**config.mk**
```make
export PLATFORM = sky130hd
export DESIGN_NAME = mixcolumn_serial
export DESIGN_NICKNAME = d
export VERILOG_FILES = /design/src/rtl/mixcolumn_serial.sv
export SDC_FILE = /design/constraint.sdc
export NUM_CORES = 1
export LEC_CHECK = 0
export ABC_AREA = 0
export CAP_MARGIN = 5
export CELL_PAD_IN_SITES_DETAIL_PLACEMENT = 1
export CELL_PAD_IN_SITES_GLOBAL_PLACEMENT = 2
export CORE_ASPECT_RATIO = 0.6
export CORE_UTILIZATION = 35
export DETAILED_ROUTE_END_ITERATION = 10
export PLACE_DENSITY = 0.73
export SLEW_MARGIN = 0
export SYNTH_ARGS = -nofsm -noshare
export SYNTH_HDL_FRONTEND = slang
export SYNTH_SLANG_ARGS = --single-unit
```
**constraint.sdc**
```tcl
create_clock -name clk -period 1.83 [get_ports clk]
set_input_delay 0.183 -clock clk [delete_from_list [all_inputs] [get_ports clk]]
set_output_delay 0.183 -clock clk [all_outputs]
set_load 0.03 [all_outputs]
```
**src/rtl/mixcolumn_serial.sv**
```systemverilog
// ---------------------------------------------------------------------------
// mixcolumn_serial
//
// Byte-serial AES MixColumns stage. Takes ShiftRows output one byte per clock
// in column-major order (row 0..3). Rows 0..2 go into a capture register.
// When row 3 arrives, the whole column is mixed in one combinational step
// and loaded into the output register. The output register then drains
// b0..b3 over the next four cycles, so throughput stays at one byte per clock.
//
// Optional feature macro: MIXCOL_INV_EN
//   When defined, a column whose latched inv=1 (and last_round=0) uses
//   InvMixColumns. When undefined, inv is ignored and no inverse multipliers
//   are built.
//
// Ports:
//   clk         in   1  rising-edge clock
//   rst_n       in   1  asynchronous active-low reset
//   din         in   8  ShiftRows byte, row order 0..3 within a column
//   din_valid   in   1  din carries a valid byte
//   last_round  in   1  bypass request, latched with row 0
//   inv         in   1  inverse request, latched with row 0 (MIXCOL_INV_EN)
//   dout        out  8  mixed byte, row order 0..3 (8'h00 when idle)
//   dout_valid  out  1  dout is valid
//   dout_last   out  1  high with row 3 of each output column
// ---------------------------------------------------------------------------
module mixcolumn_serial (
    input  logic       clk,
    input  logic       rst_n,
    input  logic [7:0] din,
    input  logic       din_valid,
    input  logic       last_round,
    input  logic       inv,
    output logic [7:0] dout,
    output logic       dout_valid,
    output logic       dout_last
);

    function automatic logic [7:0] xtime(input logic [7:0] x);
        return {x[6:0], 1'b0} ^ (x[7] ? 8'h1b : 8'h00);
    endfunction

`ifdef MIXCOL_INV_EN
    // InvMixColumns coefficients built from x, 2x, 4x and 8x.
    function automatic logic [7:0] mul09(input logic [7:0] x);
        return xtime(xtime(xtime(x))) ^ x;
    endfunction

    function automatic logic [7:0] mul0b(input logic [7:0] x);
        return xtime(xtime(xtime(x))) ^ xtime(x) ^ x;
    endfunction

    function automatic logic [7:0] mul0d(input logic [7:0] x);
        return xtime(xtime(xtime(x))) ^ xtime(xtime(x)) ^ x;
    endfunction

    function automatic logic [7:0] mul0e(input logic [7:0] x);
        return xtime(xtime(xtime(x))) ^ xtime(xtime(x)) ^ xtime(x);
    endfunction
`endif

    logic [1:0]      in_cnt;
    logic [2:0][7:0] cap_q;
    logic            lr_q;
    logic [2:0][7:0] hold_q;     // b1..b3 waiting behind dout
    logic [1:0]      out_cnt;    // row currently presented on dout

    logic            load;
    logic [7:0]      a0, a1, a2, a3;
    logic [7:0]      x0, x1, x2, x3;
    logic [7:0]      b0, b1, b2, b3;

`ifdef MIXCOL_INV_EN
    logic            inv_q;
`else
    logic            unused_inv;
    assign unused_inv = inv;
`endif

    assign load = din_valid && (in_cnt == 2'd3);

    // Row 3 is never registered on the input side. It is mixed straight
    // from din on the load edge.
    assign a0 = cap_q[0];
    assign a1 = cap_q[1];
    assign a2 = cap_q[2];
    assign a3 = din;

    assign x0 = xtime(a0);
    assign x1 = xtime(a1);
    assign x2 = xtime(a2);
    assign x3 = xtime(a3);

    always_comb begin
        b0 = x0 ^ (x1 ^ a1) ^ a2 ^ a3;
        b1 = a0 ^ x1 ^ (x2 ^ a2) ^ a3;
        b2 = a0 ^ a1 ^ x2 ^ (x3 ^ a3);
        b3 = (x0 ^ a0) ^ a1 ^ a2 ^ x3;
        if (lr_q) begin
            b0 = a0;
            b1 = a1;
            b2 = a2;
            b3 = a3;
        end
`ifdef MIXCOL_INV_EN
        else if (inv_q) begin
            b0 = mul0e(a0) ^ mul0b(a1) ^ mul0d(a2) ^ mul09(a3);
            b1 = mul09(a0) ^ mul0e(a1) ^ mul0b(a2) ^ mul0d(a3);
            b2 = mul0d(a0) ^ mul09(a1) ^ mul0e(a2) ^ mul0b(a3);
            b3 = mul0b(a0) ^ mul0d(a1) ^ mul09(a2) ^ mul0e(a3);
        end
`endif
    end

    always_ff @(posedge clk or negedge rst_n) begin
        if (!rst_n) begin
            in_cnt     <= 2'd0;
            cap_q      <= '0;
            lr_q       <= 1'b0;
`ifdef MIXCOL_INV_EN
            inv_q      <= 1'b0;
`endif
            hold_q     <= '0;
            out_cnt    <= 2'd0;
            dout       <= 8'h00;
            dout_valid <= 1'b0;
            dout_last  <= 1'b0;
        end else begin
            // Input side: the counter and capture register hold across gaps.
            if (din_valid) begin
                in_cnt <= in_cnt + 2'd1;
                case (in_cnt)
                    2'd0: begin
                        cap_q[0] <= din;
                        lr_q     <= last_round;
`ifdef MIXCOL_INV_EN
                        inv_q    <= inv;
`endif
                    end
                    2'd1:    cap_q[1] <= din;
                    2'd2:    cap_q[2] <= din;
                    default: ;
                endcase
            end

            // Output side: a load takes priority over draining. It may land
            // on the b3 cycle of the previous column, which leaves no bubble.
            if (load) begin
                dout       <= b0;
                hold_q     <= {b3, b2, b1};
                out_cnt    <= 2'd0;
                dout_valid <= 1'b1;
                dout_last  <= 1'b0;
            end else if (dout_valid) begin
                case (out_cnt)
                    2'd0: begin
                        dout      <= hold_q[0];
                        out_cnt   <= 2'd1;
                        dout_last <= 1'b0;
                    end
                    2'd1: begin
                        dout      <= hold_q[1];
                        out_cnt   <= 2'd2;
                        dout_last <= 1'b0;
                    end
                    2'd2: begin
                        dout      <= hold_q[2];
                        out_cnt   <= 2'd3;
                        dout_last <= 1'b1;
                    end
                    default: begin
                        dout       <= 8'h00;
                        out_cnt    <= 2'd0;
                        dout_valid <= 1'b0;
                        dout_last  <= 1'b0;
                    end
                endcase
            end
        end
    end

endmodule

```
==> results.cfg <==
[yosys]
synth-seq-area-share_pct = 36.67
yosys_warnings = 0
ys_ff_latch = 63
synth_top_family_by_area = XOR/XNOR gates
yosysTopAreaCell = dfrtp_1
synth_compound_area_share_pct = 10.71
synthCells = 342
synth_fp_nets = 363
netlist_area_sq_mm = 0.004299
synth_top_area_share_pct = 36.67
yosys.area_share.adder_pct = 2.328
synth_area_per_cell_sq_um = 12.57
synth_xor_area_share_pct = 29.69
yosys.area_share.simple_pct = 7.654
synthTopCellsByArea = dfrtp_1, xnor3_1, mux2_2, xor2_1, o211ai_1
synth_cell_types = 38
synth_mux_area_share_pct = 7.014

[final_layout]
insertedDiodeCount = 0
layout-drive-gt1-share_pct = 24.87
layout_commonest_cell = dfrtp_1
final_cells = 546
finalInstanceArea_sq_mm = 0.005200
final_cell_mix = dfrtp_1, xnor3_1, buf_4
area_growth_pct = 20.95
layout.nets = 402

[sta]
hold_viol = 0
finalSetupViolations = 0
clock-skew-final_ns = 0.004688
drv_slew = 0
fin_ws_ns = 0.1057
timing.slew.headroom_pct = 65.07
rsz0062_at_grt = true
fmax_mhz = 580.0
worst_pin_slew_ns = 0.5239
period_needed_ns = 1.724
finalCritPeriodShare_pct = 94.22
setup_tns_ns = 0

[detailed_routing]
routed_wl_um = 11640
via_per_inst = 5.350
ant_nets = 0
drtIter0Drc = 202
via_count = 2921
firstDrtPassIters = 5
drc_errors = 0
avgRoutedWirePerCell_um = 21.32

[power_and_ir_drop]
p_switching_w = 0.004416
p_leak_nw = 2.479
seq_power_share_pct = 23.9
switching_share_pct = 37.29
peakVddDrop_mv = 0.8240
power_density_mw_per_mm2 = 2278
power_w = 0.01184
power.share.clock_pct = 13.7
intPower_w = 0.007427
comb_power_share_pct = 62.4

[die]
chipHeight_um = 87.85
core_sq_mm = 0.01164
dieArea_sq_mm = 0.01275
ioPinCount = 23
start_util_pct = 36.95
rows = 30
die_w_um = 145.1

[grt]
grt_pass1_wl_um = 18770
track_usage_pct = 20.33
grt-ovfl-total = 0
grt_antenna_before_repair = 0
grt_max_degree = 64
grt_pass1_vias = 3136

[setup_path]
reg2reg_depth = 5
crit_required_ns = 2.07
rr_startpoint = out_cnt[1]
r2r_setup_slack_ns = 0.11
rr_endpoint = dout[6]
worstSetupPathType = flop to flop
worstPathArrival_ns = 1.97
worstSetupEndpointType = flop
crit_fanout = 9
worstSetupStartpointType = flop

[clock_network]
postCtsSetupRepairBufs = 0
cts-root-buf = clkbuf_16
clk_pin_slew_worst_paths_ns = 0.05
clock_latency_ns = 0.34
cts_buffers = 9
tritoncts = done
clk_path_buf_depth = 2
cts_sinks = 63
htree_num_levels = 3

[placed_design]
place_ws_ns = -0.03661
dp.cells = 529
post_dp_cell_area_sq_mm = 0.004913
place_congestion = 0.7981
hpwl_um = 8047
io_buffers = 21

[hold_path]
min_path_type = input pin to asynchronous set/reset pin

[run]
cap_viol_max_count = 0

[status]
run_status = finished clean
## area by class of cell
| class | count | area [sq um] |
|---|---|---|
| Clock inverter | 3 | 17.52 |
| Multi-Input combinational cell | 230 | 2467 |
| Tap cell | 160 | 200.2 |
| Timing Repair Buffer | 64 | 629.4 |
| Fill cell | 1227 | 6436 |
| Sequential cell | 63 | 1577 |
| Clock buffer | 13 | 260.3 |
| Inverter | 13 | 48.80 |
## per-layer routing
| layer | global-route usage, % | vias to the layer above | part of all wire [%] |
|---|---|---|---|
| met4 | 6.890 | 0 | 1.1 |
| met1 | 29.18 | 1528 | 50 |
| met2 | 30.86 | 75 | 44 |
| met5 | 0 | - | 0 |
| li1 | - | 1305 | - |
| met3 | 4.063 | 13 | 4.9 |
## critical path: stages (launching register included)
cell and delay [ns]:
dfrtp_1 0.42, inv_1 0.09, ha_1 0.49, a222oi_1 0.19
o221a_2 0.27, a211oi_1 0.18
## registers in the layout, summed over array words and instances, names as in the netlist
name / flops
hold_q: 24
a0: 8
a1: 8
a2: 8
dout: 8
in_cnt: 2
out_cnt: 2
dout_last: 1
dout_valid: 1
lr_q: 1
## synthesized netlist by cell type (all sizes together)
master	instances
a211oi	5
a21oi	8
a222oi	8
and2	1
and4	7
buf	20
clkbuf	15
dfrtp	63
dlymetal6s2s	1
ha	8
inv	13
mux2	25
mux2i	2
nand2	23
nand2b	3
nand3	17
nand3b	3
nor2	3
nor3b	5
o211a	3
o211ai	18
o21ai	8
o221a	5
o221ai	3
xnor2	9
xnor3	39
xor2	25
xor3	2
## logic make-up after synthesis
kind of cell | Yosys count
compound gates | 58
xor+xnor | 75
fa+ha+maj | 8
buf+inv | 49
flops | 63
mux | 27
simple gates | 62
## worst max-delay path by stage
stage	startpoint	end
floorplan	in_cnt[0]	hold_q[0]
global placement	din[7]	dout[7]
detailed placement	din[7]	hold_q[20]
CTS	out_cnt[1]	dout[6]
global route	out_cnt[0]	dout[4]
finish	out_cnt[1]	dout[6]
## power by group through the flow
stage / sequential, W / combinational, W / clock, W
after floorplan: 0.00271 / 0.00551 / 0
after global placement: 0.00282 / 0.00722 / 0
after detailed placement: 0.00285 / 0.00736 / 0
after CTS: 0.00284 / 0.00741 / 0.00168
after global routing: 0.00294 / 0.00796 / 0.00173
final: 0.00283 / 0.00739 / 0.00162
## what timing repair did
item	4_1_cts	5_1_grt
hold buffers	1	0
hold endpoints to repair	63	0
pin swaps	0	1
endpoints found under the setup margin	1	2
resized for setup	1	0
## through the flow
stage	hold slack (ns)	util (%)
floorplan	-0.1126	-
detailed placement	0.2352	42.23
finish	0.3908	44.69
CTS	0.4201	44.69
global placement	0.2361	42.23
global route	0.4444	44.69
Power figures use the tool's default switching activity.
